<file path="config.mk">
export PLATFORM = sky130hd
export DESIGN_NAME = mem_port_arbiter_flat
export DESIGN_NICKNAME = d
export VERILOG_FILES = /design/src/rtl/mem_port_arbiter_if.sv /design/src/rtl/mem_port_arbiter.sv /design/src/flat_wrapper.sv
export SDC_FILE = /design/constraint.sdc
export NUM_CORES = 1
export LEC_CHECK = 0
export CAP_MARGIN = 20
export CORE_MARGIN = 3
export CORE_UTILIZATION = 44
export DETAILED_ROUTE_END_ITERATION = 12
export PLACE_DENSITY = 0.86
export REMOVE_ABC_BUFFERS = 1
export SYNTH_ARGS = -nofsm -noshare
export SYNTH_HDL_FRONTEND = slang
export SYNTH_SLANG_ARGS = --single-unit
export TNS_END_PERCENT = 10
</file>
<file path="constraint.sdc">
create_clock -name clk -period 3.8 [get_ports clk]
set_input_delay 0.76 -clock clk [delete_from_list [all_inputs] [get_ports clk]]
set_output_delay 0.76 -clock clk [all_outputs]
set_load 0.005 [all_outputs]
</file>
<file path="src/rtl/mem_port_arbiter_if.sv">
// mem_port_arbiter_if
// Bundles the signals of the shared memory port arbiter. The arbiter owns the
// outputs and uses the slave modport. The pipeline stages and the memory
// (or a testbench standing in for them) use the master modport.
//   IF side   : if_req, if_addr -> if_rdata, if_ready, stall_if
//   MEM side  : mem_rd, mem_wr, mem_addr, mem_wdata -> mem_rdata, mem_ready, stall_mem
//   Bus side  : bus_req, bus_we, bus_addr, bus_wdata, bus_err -> bus_rdata, bus_ack
interface mem_port_arbiter_if;
  logic        if_req;
  logic [31:0] if_addr;
  logic [31:0] if_rdata;
  logic        if_ready;
  logic        mem_rd;
  logic        mem_wr;
  logic [31:0] mem_addr;
  logic [31:0] mem_wdata;
  logic [31:0] mem_rdata;
  logic        mem_ready;
  logic        stall_if;
  logic        stall_mem;
  logic        bus_req;
  logic        bus_we;
  logic [31:0] bus_addr;
  logic [31:0] bus_wdata;
  logic [31:0] bus_rdata;
  logic        bus_ack;
  logic        bus_err;

  modport slave (
    input  if_req, if_addr, mem_rd, mem_wr, mem_addr, mem_wdata, bus_rdata, bus_ack,
    output if_rdata, if_ready, mem_rdata, mem_ready, stall_if, stall_mem,
           bus_req, bus_we, bus_addr, bus_wdata, bus_err
  );

  modport master (
    output if_req, if_addr, mem_rd, mem_wr, mem_addr, mem_wdata, bus_rdata, bus_ack,
    input  if_rdata, if_ready, mem_rdata, mem_ready, stall_if, stall_mem,
           bus_req, bus_we, bus_addr, bus_wdata, bus_err
  );
endinterface

</file>
<file path="src/rtl/mem_port_arbiter.sv">
// mem_port_arbiter
// Shares one external memory port between instruction fetch and the MEM-stage
// load/store. A request is sampled in IDLE, the winner is latched onto the bus
// with a registered req/ack handshake, and a one-cycle ready pulse is returned
// in RESP. MEM wins ties, except that IF is forced through after
// MAX_MEM_STREAK consecutive MEM grants made while IF was waiting.
// Ports:
//   clk     : single clock, rising edge
//   reset   : asynchronous, active-low
//   port_if : mem_port_arbiter_if.slave (requesters, stalls and memory bus)
// Parameters:
//   MAX_MEM_STREAK : MEM grants allowed while IF waits (1..15)
//   TIMEOUT_CYCLES : bus wait limit in cycles (1..65535), timeout build only
// Build option:
//   ARB_TIMEOUT_EN : when defined, an unanswered access is abandoned after
//                    TIMEOUT_CYCLES bus_req cycles. The requester gets ready
//                    with zero read data, and bus_err pulses. When undefined,
//                    the arbiter waits forever and bus_err is tied to 0.
module mem_port_arbiter #(
  parameter int unsigned MAX_MEM_STREAK = 4,
  parameter int unsigned TIMEOUT_CYCLES = 255
) (
  input logic            clk,
  input logic            reset,
  mem_port_arbiter_if.slave port_if
);

  if (MAX_MEM_STREAK < 1 || MAX_MEM_STREAK > 15 ||
      TIMEOUT_CYCLES < 1 || TIMEOUT_CYCLES > 65535) begin : g_param_range
    $error("mem_port_arbiter: parameter out of range");
  end

  typedef enum logic [1:0] {
    IDLE      = 2'd0,
    GRANT_IF  = 2'd1,
    GRANT_MEM = 2'd2,
    RESP      = 2'd3
  } state_t;

  localparam logic [3:0] STREAK_MAX = 4'(MAX_MEM_STREAK);

  state_t      state_r;
  logic [3:0]  streak_r;
  logic        bus_req_r;
  logic        bus_we_r;
  logic [31:0] bus_addr_r;
  logic [31:0] bus_wdata_r;
  logic [31:0] if_rdata_r;
  logic [31:0] mem_rdata_r;
  logic        if_ready_r;
  logic        mem_ready_r;

  logic        mem_req_s;
  logic        force_if_s;
  logic        timeout_s;

  assign mem_req_s  = port_if.mem_rd | port_if.mem_wr;
  // IF is forced once MEM has won STREAK_MAX times in a row against a waiting IF.
  assign force_if_s = port_if.if_req & (streak_r == STREAK_MAX);

`ifdef ARB_TIMEOUT_EN
  localparam logic [15:0] TIMEOUT_LAST = 16'(TIMEOUT_CYCLES - 1);
  logic [15:0] to_cnt_r;
  logic        bus_err_r;
  // The counter holds (cycles waited - 1), so the compare hits on the last allowed cycle.
  assign timeout_s       = (to_cnt_r == TIMEOUT_LAST);
  assign port_if.bus_err = bus_err_r;
`else
  assign timeout_s       = 1'b0;
  assign port_if.bus_err = 1'b0;
`endif

  // Arbitration FSM, bus handshake and registered requester outputs.
  always_ff @(posedge clk or negedge reset) begin
    if (!reset) begin
      state_r     <= IDLE;
      streak_r    <= 4'd0;
      bus_req_r   <= 1'b0;
      bus_we_r    <= 1'b0;
      bus_addr_r  <= 32'd0;
      bus_wdata_r <= 32'd0;
      if_rdata_r  <= 32'd0;
      mem_rdata_r <= 32'd0;
      if_ready_r  <= 1'b0;
      mem_ready_r <= 1'b0;
`ifdef ARB_TIMEOUT_EN
      to_cnt_r    <= 16'd0;
      bus_err_r   <= 1'b0;
`endif
    end else begin
      // Ready and error are single-cycle pulses; only the ack/timeout edge sets them.
      if_ready_r  <= 1'b0;
      mem_ready_r <= 1'b0;
`ifdef ARB_TIMEOUT_EN
      bus_err_r   <= 1'b0;
`endif
      case (state_r)
        IDLE: begin
          if (mem_req_s && !force_if_s) begin
            state_r     <= GRANT_MEM;
            bus_req_r   <= 1'b1;
            bus_we_r    <= port_if.mem_wr;  // rd and wr together behave as a store
            bus_addr_r  <= port_if.mem_addr;
            bus_wdata_r <= port_if.mem_wdata;
            streak_r    <= port_if.if_req ? (streak_r + 4'd1) : 4'd0;
`ifdef ARB_TIMEOUT_EN
            to_cnt_r    <= 16'd0;
`endif
          end else if (port_if.if_req) begin
            state_r     <= GRANT_IF;
            bus_req_r   <= 1'b1;
            bus_we_r    <= 1'b0;
            bus_addr_r  <= port_if.if_addr;
            bus_wdata_r <= 32'd0;
            streak_r    <= 4'd0;
`ifdef ARB_TIMEOUT_EN
            to_cnt_r    <= 16'd0;
`endif
          end else begin
            state_r <= IDLE;
          end
        end
        GRANT_IF, GRANT_MEM: begin
          if (port_if.bus_ack) begin
            // Ack wins over a coinciding timeout.
            bus_req_r <= 1'b0;
            state_r   <= RESP;
            if (state_r == GRANT_IF) begin
              if_rdata_r <= port_if.bus_rdata;
              if_ready_r <= 1'b1;
            end else begin
              mem_ready_r <= 1'b1;
              if (!bus_we_r) begin
                mem_rdata_r <= port_if.bus_rdata;
              end else begin
                mem_rdata_r <= mem_rdata_r;
              end
            end
          end else if (timeout_s) begin
            bus_req_r <= 1'b0;
            state_r   <= RESP;
`ifdef ARB_TIMEOUT_EN
            bus_err_r <= 1'b1;
`endif
            if (state_r == GRANT_IF) begin
              if_rdata_r <= 32'd0;
              if_ready_r <= 1'b1;
            end else begin
              mem_ready_r <= 1'b1;
              if (!bus_we_r) begin
                mem_rdata_r <= 32'd0;
              end else begin
                mem_rdata_r <= mem_rdata_r;
              end
            end
          end else begin
            state_r <= state_r;
`ifdef ARB_TIMEOUT_EN
            to_cnt_r <= to_cnt_r + 16'd1;
`endif
          end
        end
        // One dead cycle lets the completed requester drop its request before re-arbitration.
        RESP: begin
          state_r <= IDLE;
        end
        default: begin
          state_r   <= IDLE;
          bus_req_r <= 1'b0;
        end
      endcase
    end
  end

  assign port_if.bus_req   = bus_req_r;
  assign port_if.bus_we    = bus_we_r;
  assign port_if.bus_addr  = bus_addr_r;
  assign port_if.bus_wdata = bus_wdata_r;
  assign port_if.if_rdata  = if_rdata_r;
  assign port_if.mem_rdata = mem_rdata_r;
  assign port_if.if_ready  = if_ready_r;
  assign port_if.mem_ready = mem_ready_r;
  assign port_if.stall_if  = port_if.if_req & ~if_ready_r;
  assign port_if.stall_mem = mem_req_s & ~mem_ready_r;

endmodule
</file>
<file path="src/flat_wrapper.sv">
// flat-port wrapper written by rule: the top's interface ports become plain ports
module mem_port_arbiter_flat 
#(
  parameter int unsigned MAX_MEM_STREAK = 4,
  parameter int unsigned TIMEOUT_CYCLES = 255
)
  (clk, reset, port_if_if_req, port_if_if_addr, port_if_mem_rd, port_if_mem_wr, port_if_mem_addr, port_if_mem_wdata, port_if_bus_rdata, port_if_bus_ack, port_if_if_rdata, port_if_if_ready, port_if_mem_rdata, port_if_mem_ready, port_if_stall_if, port_if_stall_mem, port_if_bus_req, port_if_bus_we, port_if_bus_addr, port_if_bus_wdata, port_if_bus_err);
  mem_port_arbiter_if port_if_i ();
  input logic clk;
  input logic reset;
  input wire logic [$bits(port_if_i.if_req)-1:0] port_if_if_req;
  input wire logic [$bits(port_if_i.if_addr)-1:0] port_if_if_addr;
  input wire logic [$bits(port_if_i.mem_rd)-1:0] port_if_mem_rd;
  input wire logic [$bits(port_if_i.mem_wr)-1:0] port_if_mem_wr;
  input wire logic [$bits(port_if_i.mem_addr)-1:0] port_if_mem_addr;
  input wire logic [$bits(port_if_i.mem_wdata)-1:0] port_if_mem_wdata;
  input wire logic [$bits(port_if_i.bus_rdata)-1:0] port_if_bus_rdata;
  input wire logic [$bits(port_if_i.bus_ack)-1:0] port_if_bus_ack;
  output wire logic [$bits(port_if_i.if_rdata)-1:0] port_if_if_rdata;
  output wire logic [$bits(port_if_i.if_ready)-1:0] port_if_if_ready;
  output wire logic [$bits(port_if_i.mem_rdata)-1:0] port_if_mem_rdata;
  output wire logic [$bits(port_if_i.mem_ready)-1:0] port_if_mem_ready;
  output wire logic [$bits(port_if_i.stall_if)-1:0] port_if_stall_if;
  output wire logic [$bits(port_if_i.stall_mem)-1:0] port_if_stall_mem;
  output wire logic [$bits(port_if_i.bus_req)-1:0] port_if_bus_req;
  output wire logic [$bits(port_if_i.bus_we)-1:0] port_if_bus_we;
  output wire logic [$bits(port_if_i.bus_addr)-1:0] port_if_bus_addr;
  output wire logic [$bits(port_if_i.bus_wdata)-1:0] port_if_bus_wdata;
  output wire logic [$bits(port_if_i.bus_err)-1:0] port_if_bus_err;
  assign port_if_i.if_req = port_if_if_req;
  assign port_if_i.if_addr = port_if_if_addr;
  assign port_if_i.mem_rd = port_if_mem_rd;
  assign port_if_i.mem_wr = port_if_mem_wr;
  assign port_if_i.mem_addr = port_if_mem_addr;
  assign port_if_i.mem_wdata = port_if_mem_wdata;
  assign port_if_i.bus_rdata = port_if_bus_rdata;
  assign port_if_i.bus_ack = port_if_bus_ack;
  assign port_if_if_rdata = port_if_i.if_rdata;
  assign port_if_if_ready = port_if_i.if_ready;
  assign port_if_mem_rdata = port_if_i.mem_rdata;
  assign port_if_mem_ready = port_if_i.mem_ready;
  assign port_if_stall_if = port_if_i.stall_if;
  assign port_if_stall_mem = port_if_i.stall_mem;
  assign port_if_bus_req = port_if_i.bus_req;
  assign port_if_bus_we = port_if_i.bus_we;
  assign port_if_bus_addr = port_if_i.bus_addr;
  assign port_if_bus_wdata = port_if_i.bus_wdata;
  assign port_if_bus_err = port_if_i.bus_err;
  mem_port_arbiter #(.MAX_MEM_STREAK(MAX_MEM_STREAK), .TIMEOUT_CYCLES(TIMEOUT_CYCLES)) u_core (.clk(clk), .reset(reset), .port_if(port_if_i));
endmodule
</file>
==> summary.md <==
| Metric | Value |
|---|---|
| Cell Chain, Critical Path | clkdlybuf4s50_1 > buf_4 > nor2b_1 > clkdlybuf4s50_1 |
| Chip height | 120 um |
| CP max-delay cell | clkdlybuf4s50_1 |
| FF+latch count, synth | 138 |
| Seq/Total Area, Yosys | 0.608 |
| Fin crit period | 2860 ps |
| Fillers | 802 |
| Initial DRC Count | 393 |
| Placed cell area | 8460 um^2 |
| Row cnt | 40 |
| First-pass GRT wire length | 27,500 um |
| Leak Pwr | 3.78 nW |
| Largest net degree at the start of global routing | 87 |
| Postcts setup bufs | 0 |
| Clk_lat worst skew | 400 ps |
| Status | finished clean |
| Sw power | 0.00234 W |
| Largest family of logic cells by synthesized area | compound AO/OA/AOI/OAI gates |
| Final WL | 17,200 um |
| WL/cell | 19.4 um |
| Reg2reg path depth | 6 |
| Slew margin rel. | 0.484 |
| Final Hold Violating Endpoints | 0 |
| Main synth FF type | dfrtp_1 |
| PD cells | 836 nW/um^2 |
| Warnings from Yosys | 0 |
| CP arrival | 2100 ps |
| Clk buf depth | 2 |
| Routability cong. | 0.815 |
| Final setup viols | 0 |
| Post-Synth Simple-Gate Area | 0.0493 |
| Synth Area in Compound Gates | 0.162 |
| Vias | 4,788 |
| Die area | 14,300 um^2 |
| Internal | 0.00522 W |
| Mapped Avg Cell Area | 12.5 um^2 |
| Sequential power share | 0.348 |
| Synth Area in XOR/XNOR | 0 |
| Cells after synthesis | 453 |
| Req. time, crit path | 3040 ps |
| Vias in the first global route | 5,106 |
| Die Width | 120 um |
| Synthesis-to-finish area growth | 59.0% |
| IO Pins | 269 |
| Root Driver | clkbuf_16 |
| Clock power share | 0.211 |
| Peak per-stage delay on the critical path | 510 ps |
| CP max FO | 11 |
| Slew Viols, Final | 0 |
| Antenna Diode Count | 0 |
| Crit. End Element | primary output |
| Final instance area | 9040 um^2 |
| Num CTS Buffers | 17 |
| Worst Path Buf+Inv | 3 |
| Worst vdd ir | 0.481 mV |
| GRT overflow | 0 |
| Worst setup path class | primary input to primary output |
| Total clock sinks | 138 |
| Total core area | 12,300 um^2 |
| Final HPWL from detailed placement | 12,100 um |
| Synth async-reset ratio | 1.00 |
| Post-synthesis mux area share | 0.129 |
| CP Launch Type | primary input |
| Reg2reg setup slack | 1670 ps |
| CTS H-tree lvls | 4 |
| Max Clock Freq | 350 MHz |
| R2r endpoint | u_core.port_if.mem_rdata[16] |
| CTS tree | done |
| Cts hold-fix bufs | 0 |
| Starting Density | 0.462 |
| Reg clk slew, reported paths | 50 ps |
| Logic pwr share | 0.441 |
| Worst r2r src | u_core.state_r[0] |
| Via density | 5.37 |
| Residual DRC count | 0 |
| Worst-margin pin slew | 774 ps |
| Final ANT Viol Nets | 0 |
| Initial antenna violation count | 0 |
| Share of cells above drive strength 1 | 0.148 |
| Critical Path Most Common Cell | clkdlybuf4s50_1 |
| Fin Setup TNS | 0 ps |
| Top delay family on crit path | buffers and inverters |
| Port buffer count | 267 |
| Worst Clk Skew | 6.66 ps |
| Sw Ratio | 0.309 |
| Netlist cell types | 34 |
| Number of synthesized flops with an enable pin | 0 |
| Final nets | 851 |
| RSZ-0062 raised after global routing | false |
| Crit share post-route | 0.753 |
| Post-CTS sizing | 0 |
| Maxcap violations | 0 |
| Worst hold path type | primary input to asynchronous set/reset pin |
| Synth Area in Adders | 0.0132 |
| DRT Pass-1 Iters | 4 |
| Tot GR Track Use | 0.244 |
| Synth Cell Area | 5680 um^2 |
## routing by layer
metal / GRT usage / vias up / routed length (um)
met2: 0.403 / 256 / 8340
met1: 0.273 / 2349 / 6440
met5: 0 / - / 0
li1: - / 2158 / -
met4: 0.0895 / 0 / 342
met3: 0.121 / 25 / 2120
## how the worst max path moves through the flow
stage / from / endpoint / slack, ps / cells past startpoint
6_report: port_if_if_req / port_if_stall_if / 940 / 4
5_1_grt: port_if_if_req / port_if_stall_if / 870 / 4
4_1_cts: port_if_mem_wr / port_if_stall_mem / 940 / 4
3_5_place_dp: port_if_if_req / u_core.streak_r[1] / 890 / 5
3_3_place_gp: port_if_if_req / port_if_stall_if / 940 / 4
2_1_floorplan: u_core.state_r[0] / u_core.port_if.mem_rdata[0] / 1090 / 5
## kinds of logic (layout without fill, tap and decap cells)
kind of cell             count (synthesis)  count (layout)
AO/OA/AOI/OAI                          142             142
flip-flops                             138             138
multiplexers                            65              65
AND/OR/NAND/NOR                         58              58
buffers and inverters                   43             313
adder cells (fa/ha/maj)                  6               6
other                                    1               1
## cell usage after synthesis (2+ instances only)
master	number	share of area
a21oi_1	33	0.029
a22o_1	32	0.049
a31oi_1	33	0.036
a32o_1	3	0.0053
buf_2	13	0.011
buf_6	5	0.0099
clkbuf_1	18	0.012
dfrtp_1	138	0.61
ha_1	6	0.013
inv_1	6	0.0040
mux2_1	4	0.0079
mux2_2	61	0.12
nand2_1	5	0.0033
nand3_1	3	0.0026
nor2_1	40	0.026
nor2b_1	2	0.0022
o21ai_0	30	0.026
o21ai_1	5	0.0044
## sequential cells by signal, indices dropped and copies added, names as in the netlist
signal,cells
u_core.port_if.bus_we,1
u_core.port_if.if_rdata,32
u_core.port_if.mem_ready,1
u_core.port_if.bus_addr,32
u_core.state_r,2
u_core.port_if.mem_rdata,32
u_core.port_if.bus_wdata,32
u_core.port_if.bus_req,1
u_core.port_if.if_ready,1
u_core.streak_r,4
## worst register-to-register path, stage by stage, from the launching register on
cell and delay (ps):
dfrtp_1 400, inv_1 80, ha_1 420, nand2_1 150, nor3_4 130, buf_4 410
mux2_1 410
## per-stage QoR
step	power (W)	setup slack (ps)	instances	hold slack (ps)	utilization
6_report	0.00756	940	891	409	0.734
5_1_grt	0.00802	868	891	457	0.734
4_1_cts	0.00762	939	891	433	0.734
3_5_place_dp	0.00597	895	860	483	0.687
3_3_place_gp	0.00581	936	860	467	0.687
2_1_floorplan	0.00392	1090	416	464	-
## layout by cell type (no fill, tap or decap), drive strengths merged, types with 2 or more instances in the layout
master / n
a21oi: 33
a22o: 32
a31oi: 33
a32o: 3
buf: 10
bufinv: 2
clkbuf: 19
clkdlybuf4s50: 266
clkinv: 7
clkinvlp: 3
dfrtp: 138
ha: 6
inv: 6
mux2: 65
nand2: 5
nand3: 3
nor2: 40
nor2b: 2
o21ai: 35
o31ai: 2
## area by class of cell
type                       count  area, um^2  share of cell area
multi-input combinational    272        2020               0.223
timing repair buffer         276        2750               0.305
tap                          168         210              0.0233
clock inverter                12         125              0.0138
sequential                   138        3450               0.382
clock buffer                  19         453              0.0501
inverter                       6        22.5             0.00249
## power by group through the flow
| stage | clock network (W) | registers [W] | logic [W] |
|---|---|---|---|
| 2_1_floorplan | 0 | 0.00263 | 0.00129 |
| 3_3_place_gp | 0 | 0.00259 | 0.00322 |
| 3_5_place_dp | 0 | 0.00263 | 0.00334 |
| 4_1_cts | 0.00163 | 0.00263 | 0.00337 |
| 5_1_grt | 0.00169 | 0.00271 | 0.00361 |
| 6_report | 0.00160 | 0.00263 | 0.00333 |
Power figures use the tool's default switching activity.
